**config.mk**
```make
export PLATFORM = sky130hd
export DESIGN_NAME = field_set_ctrl_flat
export DESIGN_NICKNAME = d
export VERILOG_FILES = /design/src/rtl/field_set_ctrl_if.sv /design/src/rtl/field_set_ctrl.sv /design/src/flat_wrapper.sv
export SDC_FILE = /design/constraint.sdc
export NUM_CORES = 1
export LEC_CHECK = 0
export BUFFER_PORTS_ARGS = -buffer_cell sky130_fd_sc_hd__buf_2
export CORE_ASPECT_RATIO = 0.8
export CORE_MARGIN = 2
export CORE_UTILIZATION = 37
export CTS_BUF_LIST = sky130_fd_sc_hd__clkbuf_16
export DETAILED_ROUTE_END_ITERATION = 6
export GPL_TIMING_DRIVEN = 0
export HOLD_SLACK_MARGIN = 0.05
export SLEW_MARGIN = 10
export SYNTH_ARGS = -nofsm -noshare
export SYNTH_HDL_FRONTEND = slang
export SYNTH_SLANG_ARGS = --single-unit
```
**constraint.sdc**
```tcl
create_clock -name CK50M -period 2.6 [get_ports CK50M]
set_input_delay 0.65 -clock CK50M [delete_from_list [all_inputs] [get_ports CK50M]]
set_output_delay 0.65 -clock CK50M [all_outputs]
set_load 0.02 [all_outputs]
```
**src/rtl/field_set_ctrl_if.sv**
```systemverilog
// field_set_ctrl_if
//   Write handshake between the front-panel setting controller and the
//   timekeeping datapath register banks.
//   master : the setting controller (drives the request, receives the ack)
//   slave  : the datapath (receives the request, drives the ack)
//   Signals:
//     to_wr_en   write request, held until acked
//     to_wr_tgt  register bank: 00 time, 01 date, 10 alarm
//     to_wr_fld  field code: 01 sec/day, 10 min/month, 11 hour/year
//     to_wr_val  field value
//     fr_wr_ack  datapath accepted the pending write
interface field_set_ctrl_if;
  logic       to_wr_en;
  logic [1:0] to_wr_tgt;
  logic [1:0] to_wr_fld;
  logic [6:0] to_wr_val;
  logic       fr_wr_ack;

  modport master (
    output to_wr_en,
    output to_wr_tgt,
    output to_wr_fld,
    output to_wr_val,
    input  fr_wr_ack
  );

  modport slave (
    input  to_wr_en,
    input  to_wr_tgt,
    input  to_wr_fld,
    input  to_wr_val,
    output fr_wr_ack
  );
endinterface

```
**src/rtl/field_set_ctrl.sv**
```systemverilog
// field_set_ctrl
//   Front-panel setting controller. Synchronizes and debounces the two
//   active-low keys, toggles alarm set mode on KEY1, and on each KEY0 press
//   range-checks the switch value and issues one handshaked field write into
//   the time, date or alarm register bank.
//
//   Parameters:
//     DEB_CYCLES  stable synchronized samples needed to accept a key change (1..255)
//     TO_CYCLES   write-ack timeout in cycles (only with SETCTRL_TIMEOUT_EN)
//   Build option:
//     SETCTRL_TIMEOUT_EN  when defined, an unacked write is abandoned after
//                         TO_CYCLES cycles with an error pulse
//   Ports:
//     CK50M          system clock, rising edge
//     RSTn           asynchronous active-low reset
//     fr_SW[9:0]     [9] date select, [8:7] field, [6:0] value
//     fr_KEY[1:0]    raw active-low keys: [0] set, [1] alarm-mode toggle
//     wr             write handshake (master side)
//     to_alarm_mode  alarm set mode active
//     to_err         one-cycle pulse on rejected set or timeout
//     to_busy        a write is in progress
module field_set_ctrl #(
  parameter int DEB_CYCLES = 4,
  parameter int TO_CYCLES  = 1024
) (
  input  logic                   CK50M,
  input  logic                   RSTn,
  input  logic [9:0]             fr_SW,
  input  logic [1:0]             fr_KEY,
  field_set_ctrl_if.master       wr,
  output logic                   to_alarm_mode,
  output logic                   to_err,
  output logic                   to_busy
);

  typedef enum logic [1:0] {
    ST_IDLE  = 2'b00,
    ST_CHECK = 2'b01,
    ST_WRITE = 2'b10
  } state_t;

  localparam logic [7:0] DEB_LAST = 8'(DEB_CYCLES - 1);

  // Out-of-range parameters leave this block as the only trace; nothing is built in it.
  if ((DEB_CYCLES < 1) || (DEB_CYCLES > 255) || (TO_CYCLES < 1)) begin : g_param_range
  end

  // Range check of one field value for the selected register bank.
  function automatic logic field_ok(input logic [1:0] tgt,
                                    input logic [1:0] fld,
                                    input logic [6:0] val);
    logic ok;
    ok = 1'b0;
    if (tgt == 2'b01) begin
      case (fld)
        2'b01:   ok = (val >= 7'd1) && (val <= 7'd31);
        2'b10:   ok = (val >= 7'd1) && (val <= 7'd12);
        2'b11:   ok = (val <= 7'd99);
        default: ok = 1'b0;
      endcase
    end else begin
      case (fld)
        2'b01:   ok = (val <= 7'd59);
        2'b10:   ok = (val <= 7'd59);
        2'b11:   ok = (val <= 7'd23);
        default: ok = 1'b0;
      endcase
    end
    return ok;
  endfunction

  // Key front end
  logic [1:0] sync1_r;
  logic [1:0] sync2_r;
  logic [1:0] level_r;
  logic [1:0] armed_r;
  logic [1:0] press_r;
  logic [7:0] cnt_r [2];

  // FSM and outputs
  state_t     state_r;
  state_t     state_next_s;
  logic       load_s;
  logic       launch_s;
  logic       err_next_s;
  logic [1:0] tgt_sel_s;
  logic [1:0] lat_tgt_r;
  logic [1:0] lat_fld_r;
  logic [6:0] lat_val_r;
  logic       wr_en_r;
  logic [1:0] wr_tgt_r;
  logic [1:0] wr_fld_r;
  logic [6:0] wr_val_r;
  logic       mode_r;
  logic       err_r;
  logic       busy_r;

  // Synchronizers and debouncers for both keys. The synchronizers reset to 0
  // so a key that is really held at reset release never looks released; a key
  // only becomes armed once a genuine released level is seen, which keeps a
  // key held through reset from counting as a press.
  always_ff @(posedge CK50M or negedge RSTn) begin
    if (!RSTn) begin
      sync1_r  <= 2'b00;
      sync2_r  <= 2'b00;
      level_r  <= 2'b11;
      armed_r  <= 2'b00;
      press_r  <= 2'b00;
      cnt_r[0] <= 8'd0;
      cnt_r[1] <= 8'd0;
    end else begin
      sync1_r <= fr_KEY;
      sync2_r <= sync1_r;
      for (int k = 0; k < 2; k++) begin
        press_r[k] <= 1'b0;
        if (sync2_r[k] == level_r[k]) begin
          cnt_r[k] <= 8'd0;
        end else if (cnt_r[k] == DEB_LAST) begin
          level_r[k] <= sync2_r[k];
          cnt_r[k]   <= 8'd0;
          // Level differs from a released (1) level only on a fall.
          press_r[k] <= armed_r[k] & level_r[k];
        end else begin
          cnt_r[k] <= cnt_r[k] + 8'd1;
        end
        if (sync2_r[k] && level_r[k]) begin
          armed_r[k] <= 1'b1;
        end else begin
          armed_r[k] <= armed_r[k];
        end
      end
    end
  end

  // Target bank from the current (pre-toggle) mode and the date select switch.
  always_comb begin
    tgt_sel_s = 2'b00;
    if (mode_r) begin
      tgt_sel_s = 2'b10;
    end else if (fr_SW[9]) begin
      tgt_sel_s = 2'b01;
    end else begin
      tgt_sel_s = 2'b00;
    end
  end

`ifdef SETCTRL_TIMEOUT_EN
  localparam int             TO_W    = (TO_CYCLES > 1) ? $clog2(TO_CYCLES) : 1;
  localparam logic [TO_W-1:0] TO_LAST = TO_W'(TO_CYCLES - 1);

  logic [TO_W-1:0] to_cnt_r;
  logic            timeout_hit_s;

  assign timeout_hit_s = (to_cnt_r == TO_LAST);

  // Cycles spent in WRITE; cleared whenever the FSM is elsewhere.
  always_ff @(posedge CK50M or negedge RSTn) begin
    if (!RSTn) begin
      to_cnt_r <= '0;
    end else if (state_r == ST_WRITE) begin
      to_cnt_r <= to_cnt_r + TO_W'(1);
    end else begin
      to_cnt_r <= '0;
    end
  end
`endif

  // Next-state logic for the set sequence.
  always_comb begin
    state_next_s = state_r;
    load_s       = 1'b0;
    launch_s     = 1'b0;
    err_next_s   = 1'b0;
    case (state_r)
      ST_IDLE: begin
        if (press_r[0]) begin
          state_next_s = ST_CHECK;
          load_s       = 1'b1;
        end else begin
          state_next_s = ST_IDLE;
        end
      end
      ST_CHECK: begin
        if (field_ok(lat_tgt_r, lat_fld_r, lat_val_r)) begin
          state_next_s = ST_WRITE;
          launch_s     = 1'b1;
        end else begin
          state_next_s = ST_IDLE;
          err_next_s   = 1'b1;
        end
      end
      ST_WRITE: begin
        // An ack in the expiry cycle takes priority over the timeout.
        if (wr.fr_wr_ack) begin
          state_next_s = ST_IDLE;
        end
`ifdef SETCTRL_TIMEOUT_EN
        else if (timeout_hit_s) begin
          state_next_s = ST_IDLE;
          err_next_s   = 1'b1;
        end
`endif
        else begin
          state_next_s = ST_WRITE;
        end
      end
      default: begin
        state_next_s = ST_IDLE;
      end
    endcase
  end

  // State register, latched request and registered outputs. Outputs are
  // computed from the next state so they line up with the WRITE state itself.
  always_ff @(posedge CK50M or negedge RSTn) begin
    if (!RSTn) begin
      state_r   <= ST_IDLE;
      lat_tgt_r <= 2'b00;
      lat_fld_r <= 2'b00;
      lat_val_r <= 7'd0;
      wr_en_r   <= 1'b0;
      wr_tgt_r  <= 2'b00;
      wr_fld_r  <= 2'b00;
      wr_val_r  <= 7'd0;
      mode_r    <= 1'b0;
      err_r     <= 1'b0;
      busy_r    <= 1'b0;
    end else begin
      state_r <= state_next_s;
      // Switches are static while the operator presses a key, so they are
      // sampled directly at the press.
      if (load_s) begin
        lat_tgt_r <= tgt_sel_s;
        lat_fld_r <= fr_SW[8:7];
        lat_val_r <= fr_SW[6:0];
      end
      if (launch_s) begin
        wr_tgt_r <= lat_tgt_r;
        wr_fld_r <= lat_fld_r;
        wr_val_r <= lat_val_r;
      end
      wr_en_r <= (state_next_s == ST_WRITE);
      busy_r  <= (state_next_s == ST_WRITE);
      err_r   <= err_next_s;
      mode_r  <= mode_r ^ press_r[1];
    end
  end

  assign wr.to_wr_en   = wr_en_r;
  assign wr.to_wr_tgt  = wr_tgt_r;
  assign wr.to_wr_fld  = wr_fld_r;
  assign wr.to_wr_val  = wr_val_r;
  assign to_alarm_mode = mode_r;
  assign to_err        = err_r;
  assign to_busy       = busy_r;

endmodule

```
**src/flat_wrapper.sv**
```systemverilog
// flat-port wrapper written by rule: the top's interface ports become plain ports
module field_set_ctrl_flat 
#(
  parameter int DEB_CYCLES = 4,
  parameter int TO_CYCLES  = 1024
)
  (CK50M, RSTn, fr_SW, fr_KEY, to_alarm_mode, to_err, to_busy, wr_to_wr_en, wr_to_wr_tgt, wr_to_wr_fld, wr_to_wr_val, wr_fr_wr_ack);
  field_set_ctrl_if wr_i ();
  input  logic CK50M;
  input  logic RSTn;
  input  logic [9:0] fr_SW;
  input  logic [1:0] fr_KEY;
  output logic to_alarm_mode;
  output logic to_err;
  output logic to_busy;
  output wire logic [$bits(wr_i.to_wr_en)-1:0] wr_to_wr_en;
  output wire logic [$bits(wr_i.to_wr_tgt)-1:0] wr_to_wr_tgt;
  output wire logic [$bits(wr_i.to_wr_fld)-1:0] wr_to_wr_fld;
  output wire logic [$bits(wr_i.to_wr_val)-1:0] wr_to_wr_val;
  input wire logic [$bits(wr_i.fr_wr_ack)-1:0] wr_fr_wr_ack;
  assign wr_to_wr_en = wr_i.to_wr_en;
  assign wr_to_wr_tgt = wr_i.to_wr_tgt;
  assign wr_to_wr_fld = wr_i.to_wr_fld;
  assign wr_to_wr_val = wr_i.to_wr_val;
  assign wr_i.fr_wr_ack = wr_fr_wr_ack;
  field_set_ctrl #(.DEB_CYCLES(DEB_CYCLES), .TO_CYCLES(TO_CYCLES)) u_core (.CK50M(CK50M), .RSTn(RSTn), .fr_SW(fr_SW), .fr_KEY(fr_KEY), .wr(wr_i), .to_alarm_mode(to_alarm_mode), .to_err(to_err), .to_busy(to_busy));
endmodule
```
==> key figures, run 1 <==
Status
  • Outcome: finished, final reports clean

Clocking
  • Post-CTS Repair Setup Buffers: 0
  • Root Buffer: clkbuf_16
  • # H-tree levels: 2
  • CTS tree: done
  • Num CTS Buffers: 5
  • Clock slew seen by the registers of the worst setup and hold paths: about 70 ps
  • Hold-fix buffers, CTS: 0
  • Clk_lat worst skew: roughly 290 ps
  • Post-cts resize count: 0
  • Clock Path Buffers: 2
  • Sink Count: 53

Timing
  • Peak Freq: around 0.48 GHz
  • Rel. slew slack: a little under three fifths
  • Hold Vio Cnt, Final: 0
  • Final Critical Period: around 2100 ps
  • Endpoints failing setup: 0
  • Final setup skew: around 4.4 ps
  • TNS Setup: 0 ps
  • Slew at the pin closest to its max-slew limit: 651 ps
  • RSZ-0062 raised after global routing: false
  • Tcrit/Tclk final: 80.2%
  • Slew Limit Fails: 0

Worst setup path
  • CP Capture Type: flip-flop
  • Critical Path AT: between 2000 and 2500 ps
  • CP Max Fanout: 10
  • RR Endpoint: u_core.wr.to_wr_val[3]$_DFFE_PN0P_
  • Worst Reg-to-Reg Cells: 8
  • Critical path class: flip-flop to flip-flop
  • Critical R2R Launch: u_core.lat_fld_r[0]$_DFFE_PN0P_
  • Worst path required time: roughly 2800 ps
  • Reg-to-reg slack, setup: 520 ps
  • Startpoint Class: flip-flop

Global route
  • Met3 usage in global routing: 4.21%
  • Most Crowded Layer GR: met2
  • First-pass GRT wire length: around 6000 um
  • Met1 usage: about 16%
  • Total GRT Usage: 12.0%
  • Vias in the first global route: 1,327
  • Initial antenna violation count: 0
  • Grt total ovfl: 0
  • GRT met2 Usage: between 15 and 20%
  • Largest net degree at the start of global routing: 54

Hold path
  • Hold Crit Class: flip-flop to flip-flop
  • Cell depth of the worst hold path: 0
  • Min-Delay Endpoint: u_core.sync2_r[0]$_DFF_PN0_
  • Min-delay src: u_core.sync1_r[0]$_DFF_PN0_

Drt
  • DRC Markers: 0
  • Detailed-route vias per instance: 4.51
  • Total wire length: 3620 um
  • Final ANT Viol Nets: 0
  • Starting DRT DRC Count: 37
  • DR WL/cell: 12.4 um
  • Via count: around 1,300
  • Router iterations before antenna repair: 3

Power and ir drop
  • Power Dens Cells: approximately 900 nW/um^2
  • Leak Pwr: between 1 and 1.5 nW
  • Post-layout power: 0.00234 W
  • Peak supply drop: between 0.3 and 0.4 mV

Finish
  • Fill cell total of the finished layout: 586
  • Synth-to-Final Area Change: 18.8%
  • Share of cells above drive strength 1: about 32%
  • Max reg flops: 16
  • Highest-count cells in the layout ignoring fill and taps: dfrtp_1 (51), buf_2 (28), nor2_1 (18), mux2_2 (13), nand2_1 (11)
  • N_diodes: 0
  • Top reg by flops: u_core.cnt_r
  • Commonest non-fill, non-tap cell in the layout: dfrtp_1
  • Fin nets: 233

Floorplanning
  • Num rows: 25
  • Initial Util: a little under two fifths
  • Die width: around 90 um
  • Die Ht: about 74 um
  • Die area: about 6700 sq um
  • Core Area: a little under 6000 sq um
  • Top Ports: 30

Synthesis
  • Post-synth EDFFs: 0
  • Ys Warns: 0
  • Ys async rst share: 100%
  • Seq cells post-synth: 53
  • Synthesized area: about 2200 sq um
  • Top_reg_cell synth: dfrtp_1
  • Mapped Cells: between 150 and 200
  • Syn Nets: between 150 and 200
  • Count of cell types in the netlist: 33
  • Syn avg cell area: roughly 13 sq um
  • Sequential fraction of the synthesis area: 59.4%

Placed design
  • Port bufs: 29
  • Placer Congestion: 0.769
  • Dpl hpwl: about 2500 um

Flow run
  • MaxCap Viol Count: 0
-- layout make-up --
class,count,area (sq um),area share (%)
Sequential cell,53,1330,50.0
Multi-Input combinational cell,112,861,32.4
Timing Repair Buffer,29,148,5.55
Clock buffer,5,125,4.71
Tap cell,81,101,3.81
Clock inverter,3,46.3,1.74
Buffer,4,26.3,0.988
Inverter,6,22.5,0.847
-- worst max-delay path, stage by stage, from the launching register on --
cell and delay [ps]:
dfrtp_1 390, inv_1 90, ha_1 300, inv_1 40
a2111oi_1 290, a221o_2 250, nand3b_4 110, buf_6 180
mux2_4 300
-- how the worst max path moves through the flow --
stage                                                from                            endpoint
final                     u_core.lat_fld_r[0]$_DFFE_PN0P_  u_core.wr.to_wr_val[3]$_DFFE_PN0P_
after global routing      u_core.lat_fld_r[0]$_DFFE_PN0P_  u_core.wr.to_wr_val[1]$_DFFE_PN0P_
after CTS                 u_core.lat_fld_r[0]$_DFFE_PN0P_  u_core.wr.to_wr_val[3]$_DFFE_PN0P_
after detailed placement  u_core.lat_fld_r[0]$_DFFE_PN0P_  u_core.wr.to_wr_val[3]$_DFFE_PN0P_
after global placement    u_core.lat_fld_r[1]$_DFFE_PN0P_  u_core.wr.to_wr_val[0]$_DFFE_PN0P_
after floorplan           u_core.lat_fld_r[0]$_DFFE_PN0P_  u_core.wr.to_wr_fld[0]$_DFFE_PN0P_
-- cells by family (layout without fill, tap and decap cells) --
group                    after synthesis  count (layout)  share of synthesized area, %
adder cells (fa/ha/maj)                7               7                          3.91
buffers and inverters                 10              47                          2.18
flip-flops                            53              53                          59.4
multiplexers                          21              21                          11.9
AND/OR/NAND/NOR                       61              61                          14.6
AO/OA/AOI/OAI                         11              11                          3.35
XOR/XNOR                              12              12                          4.70
-- per-layer routing --
| metal | up-vias | part of all wire, % |
|---|---|---|
| met5 | - | 0 |
| met3 | 7 | 5.2 |
| met1 | 628 | 51 |
| met2 | 23 | 43 |
| met4 | 0 | 1.4 |
| li1 | 663 | - |
-- Yosys cell counts (2+ instances only) --
cell / count / share of area (%)
ha_1: 7 / 3.9
nand3_1: 7 / 1.6
clkbuf_1: 2 / 0.34
nand2b_1: 6 / 1.7
mux2_2: 13 / 6.5
and3_1: 4 / 1.1
dfstp_2: 2 / 2.3
a21oi_1: 2 / 0.45
mux2_4: 8 / 5.4
nand3b_1: 3 / 1.0
nand2_1: 11 / 1.8
dfrtp_1: 51 / 57
o21ai_0: 4 / 0.89
or2_2: 3 / 0.84
xor2_1: 8 / 3.1
xnor2_1: 4 / 1.6
nor2_1: 18 / 3.0
inv_1: 6 / 1.0
nor3_1: 2 / 0.45
-- power breakdown --
part           total (W)  leakage [nW]  internal, W  switching [W]
clock network   0.000751        0.0800     0.000456       0.000295
logic           0.000493         0.600     0.000229       0.000263
registers        0.00110         0.691     0.000974       0.000122
total            0.00234          1.37      0.00166       0.000680
-- stage by stage --
| stage | hold WS, ps | instance area, sq um | instances | util, % | setup WS (ps) |
|---|---|---|---|---|---|
| 6_report | 350 | 2660 | 293 | 45.2 | 516 |
| 4_1_cts | 353 | 2660 | 293 | 45.2 | 521 |
| 3_5_place_dp | 337 | 2480 | 285 | 42.3 | 566 |
| 3_3_place_gp | 332 | 2480 | 285 | 42.3 | 578 |
| 5_1_grt | 363 | 2660 | 293 | 45.2 | 384 |
| 2_1_floorplan | 331 | 2240 | 175 | - | 735 |
Power figures use the tool's default switching activity.
==> inputs of run 2 (changes only) <==
--- a/config.mk
+++ b/config.mk
@@ -5,6 +5,7 @@
 export SDC_FILE = /design/constraint.sdc
 export NUM_CORES = 1
 export LEC_CHECK = 0
+export ABC_AREA = 1
 export BUFFER_PORTS_ARGS = -buffer_cell sky130_fd_sc_hd__buf_2
 export CORE_ASPECT_RATIO = 0.8
 export CORE_MARGIN = 2
==> constraint.sdc (replaced) <==
create_clock -name CK50M -period 2.15 [get_ports CK50M]
set_input_delay 0.5375 -clock CK50M [delete_from_list [all_inputs] [get_ports CK50M]]
set_output_delay 0.5375 -clock CK50M [all_outputs]
set_load 0.02 [all_outputs]
==> key figures, run 2 <==
Global route
  • Met1 usage: 16.6%
  • Largest net degree at the start of global routing: 54
  • Vias in the first global route: between 1,500 and 2,000
  • Met3 usage in global routing: between 3 and 4%
  • Grt total ovfl: 0
  • GRT met2 Usage: approximately a fifth
  • Most Crowded Layer GR: met2
  • Initial antenna violation count: 0
  • Total GRT Usage: between 10% and 20%
  • First-pass GRT wire length: around 7300 um

Synthesis
  • Seq cells post-synth: between 50 and 60
  • Mapped Cells: approximately 250
  • Top_reg_cell synth: dfrtp_1
  • Most common cell in the synthesized netlist: nand2_1
  • Syn Nets: roughly 280
  • Sequential fraction of the synthesis area: between 50 and 60%
  • Post-synth top area cell: dfrtp_1
  • Count of cell types in the netlist: 31
  • Syn avg cell area: a little under 10 sq um
  • Ys Warns: 0
  • Synth top area cells: dfrtp_1 (52%), nand2_1 (8.0%), nor2_1 (4.3%), nand2_4 (4.1%), ha_1 (3.6%)
  • Synth cell count leaders: nand2_1 (52), dfrtp_1 (51), nor2_1 (28)
  • Post-synth EDFFs: 0
  • Ys async rst share: 100%
  • Synthesized area: 2440 sq um
  • Area share of the largest cell type after synthesis: a little over half

Clocking
  • Clk_lat worst skew: between 200 and 300 ps
  • Hold-fix buffers, CTS: 0
  • Clock slew seen by the registers of the worst setup and hold paths: ~70 ps
  • Root Buffer: clkbuf_16
  • Post-cts resize count: 0
  • Sink Count: 53
  • Clock Path Buffers: 2
  • Post-CTS Repair Setup Buffers: 0
  • CTS tree: done
  • # H-tree levels: 2
  • Num CTS Buffers: 5

Drt
  • Final ANT Viol Nets: 0
  • Starting DRT DRC Count: 66
  • Total wire length: just over 4000 um
  • Via count: approximately 1,700
  • DR WL/cell: approximately 11 um
  • Router iterations before antenna repair: 4
  • Detailed-route vias per instance: 4.55
  • DRC Markers: 0

Worst setup path
  • CP Capture Type: flip-flop
  • Delay-heaviest family, CP: simple AND/OR/NAND/NOR gates
  • Critical path depth: 9
  • Critical R2R Launch: u_core.lat_fld_r[1]$_DFFE_PN0P_
  • Worst path required time: between 2000 and 2500 ps
  • RR Endpoint: u_core.wr.to_wr_val[3]$_DFFE_PN0P_
  • CP peak stage delay: ~400 ps
  • Slowest CP cell: dfrtp_1
  • Critical path class: flip-flop to flip-flop
  • Critical path cell sequence: inv_1 > ha_1 > nand2_1 > nor2_1 > nor2_2 > nor2_4 > buf_2 > nand4_1 > nand2_2
  • Reg-to-reg slack, setup: approximately 460 ps
  • CP Buf/Inv Count: 2
  • CP Max Fanout: 10
  • Critical Path AT: between 1500 and 2000 ps
  • Worst Reg-to-Reg Cells: 9
  • Startpoint Class: flip-flop

Power and ir drop
  • Switch share: approximately a third
  • Clock group share of total power: about 28%
  • Leak Pwr: around 1.4 nW
  • Power Dens Cells: approximately 950 nW/um^2
  • Logic gate share of total power: 22.6%
  • Reg power frac: between 40% and 50%
  • Switching power total: between 0.0008 and 0.0009 W
  • Int Pwr: ~0.0018 W
  • Peak supply drop: around 0.42 mV

Timing
  • TNS Setup: 0 ps
  • Peak Freq: between 0.5 and 0.6 GHz
  • Tcrit/Tclk final: between 70 and 80%
  • Slew Limit Fails: 0
  • Hold Vio Cnt, Final: 0
  • RSZ-0062 raised after global routing: false
  • Rel. slew slack: 56.1%
  • Crit path setup slack, layout: 465 ps
  • Final setup skew: ~4.7 ps
  • Fin Hold WS: between 200 and 300 ps
  • Slew at the pin closest to its max-slew limit: ~660 ps
  • Endpoints failing setup: 0
  • Final Critical Period: ~1700 ps

Finish
  • Synth-to-Final Area Change: 16.0%
  • Share of cells above drive strength 1: 25.4%
  • Highest-count cells in the layout ignoring fill and taps: nand2_1 (52), dfrtp_1 (51), buf_2 (30), nor2_1 (28), inv_1 (24)
  • Util after Layout: between 40% and 50%
  • Commonest non-fill, non-tap cell in the layout: nand2_1
  • Top reg by flops: u_core.cnt_r
  • Fin nets: roughly 310
  • N_diodes: 0
  • Max reg flops: 16

Flow run
  • MaxCap Viol Count: 0

Status
  • Outcome: finished, final reports clean

Floorplanning
  • Num rows: 26
  • Initial Util: roughly two fifths
  • Top Ports: 30
  • Die width: 94.9 um
  • Die Ht: around 77 um
  • Core Area: 6380 sq um
  • Die area: 7280 sq um

Placed design
  • Placer Congestion: about 0.8
  • Setup WS pre-CTS: about 500 ps
  • Port bufs: 29
  • Dpl hpwl: 2960 um

Hold path
  • Hold Crit Class: input port to asynchronous set/reset pin
-- run 2: cell count changes after synthesis, moves of 10 or more --
cell     before  now
inv_1         6   23
mux2_2       13    0
nor2_1       18   28
nand4_1       1   13
nand2_1      11   52
-- run 2: power by group through the flow --
stage / Sequential (W) / Clock [W] / Combinational (W)
after global placement: 0.00134 / 0 / 0.000606
after CTS: 0.00132 / 0.000794 / 0.000622
after global routing: 0.00135 / 0.000834 / 0.000715
after detailed placement: 0.00134 / 0 / 0.000616
final: 0.00132 / 0.000758 / 0.000609
after floorplan: 0.00134 / 0 / 0.000441
-- run 2: how the worst max path moves through the flow --
stage                                     from                            endpoint
4_1_cts        u_core.lat_fld_r[1]$_DFFE_PN0P_  u_core.wr.to_wr_val[3]$_DFFE_PN0P_
3_3_place_gp   u_core.lat_fld_r[1]$_DFFE_PN0P_  u_core.wr.to_wr_val[4]$_DFFE_PN0P_
6_report       u_core.lat_fld_r[1]$_DFFE_PN0P_  u_core.wr.to_wr_val[3]$_DFFE_PN0P_
2_1_floorplan  u_core.lat_fld_r[1]$_DFFE_PN0P_  u_core.wr.to_wr_fld[0]$_DFFE_PN0P_
5_1_grt        u_core.lat_fld_r[1]$_DFFE_PN0P_  u_core.wr.to_wr_val[1]$_DFFE_PN0P_
3_5_place_dp   u_core.lat_fld_r[1]$_DFFE_PN0P_  u_core.wr.to_wr_val[3]$_DFFE_PN0P_
-- run 2: metrics by stage --
| step | instance area (sq um) | instances | power (W) |
|---|---|---|---|
| 6_report | 2840 | 375 | 0.00269 |
| 5_1_grt | 2840 | 375 | 0.00290 |
| 4_1_cts | 2830 | 375 | 0.00274 |
| 3_5_place_dp | 2700 | 367 | 0.00196 |
| 3_3_place_gp | 2700 | 367 | 0.00194 |
| 2_1_floorplan | 2440 | 254 | 0.00178 |
-- run 2: cell type report --
type,count,area [sq um]
Buffer,6,48.8
Clock buffer,5,125
Clock inverter,3,13.8
Fill cell,643,3540
Inverter,27,101
Multi-Input combinational cell,168,966
Sequential cell,53,1330
Tap cell,84,105
Timing Repair Buffer,29,148
-- run 2: kinds of logic (layout without fill, tap and decap cells) --
| logic type | Yosys count | after routing | share of synthesized area (%) |
|---|---|---|---|
| buffers and inverters | 33 | 70 | 6.14 |
| xor gates and xnor gates | 5 | 5 | 1.79 |
| AOI/OAI and AO/OA | 20 | 20 | 5.22 |
| adders and majority gates | 7 | 7 | 3.58 |
| and+or+nand+nor | 136 | 136 | 28.9 |
| DFF | 53 | 53 | 54.3 |
-- run 2: per-layer routing --
layer | routed length (um) | vias up
li1 | - | 882
met1 | 1950 | 792
met2 | 1930 | 26
met3 | 153 | 6
met4 | 65 | 0
met5 | 0 | -
-- run 2: worst register-to-register path: cells and delay by family (launching register included) --
family                   cells  cell delay, ps
adder cells (fa/ha/maj)      1             300
buffers and inverters        2             300
flip-flops                   1             400
AND/OR/NAND/NOR              6             620
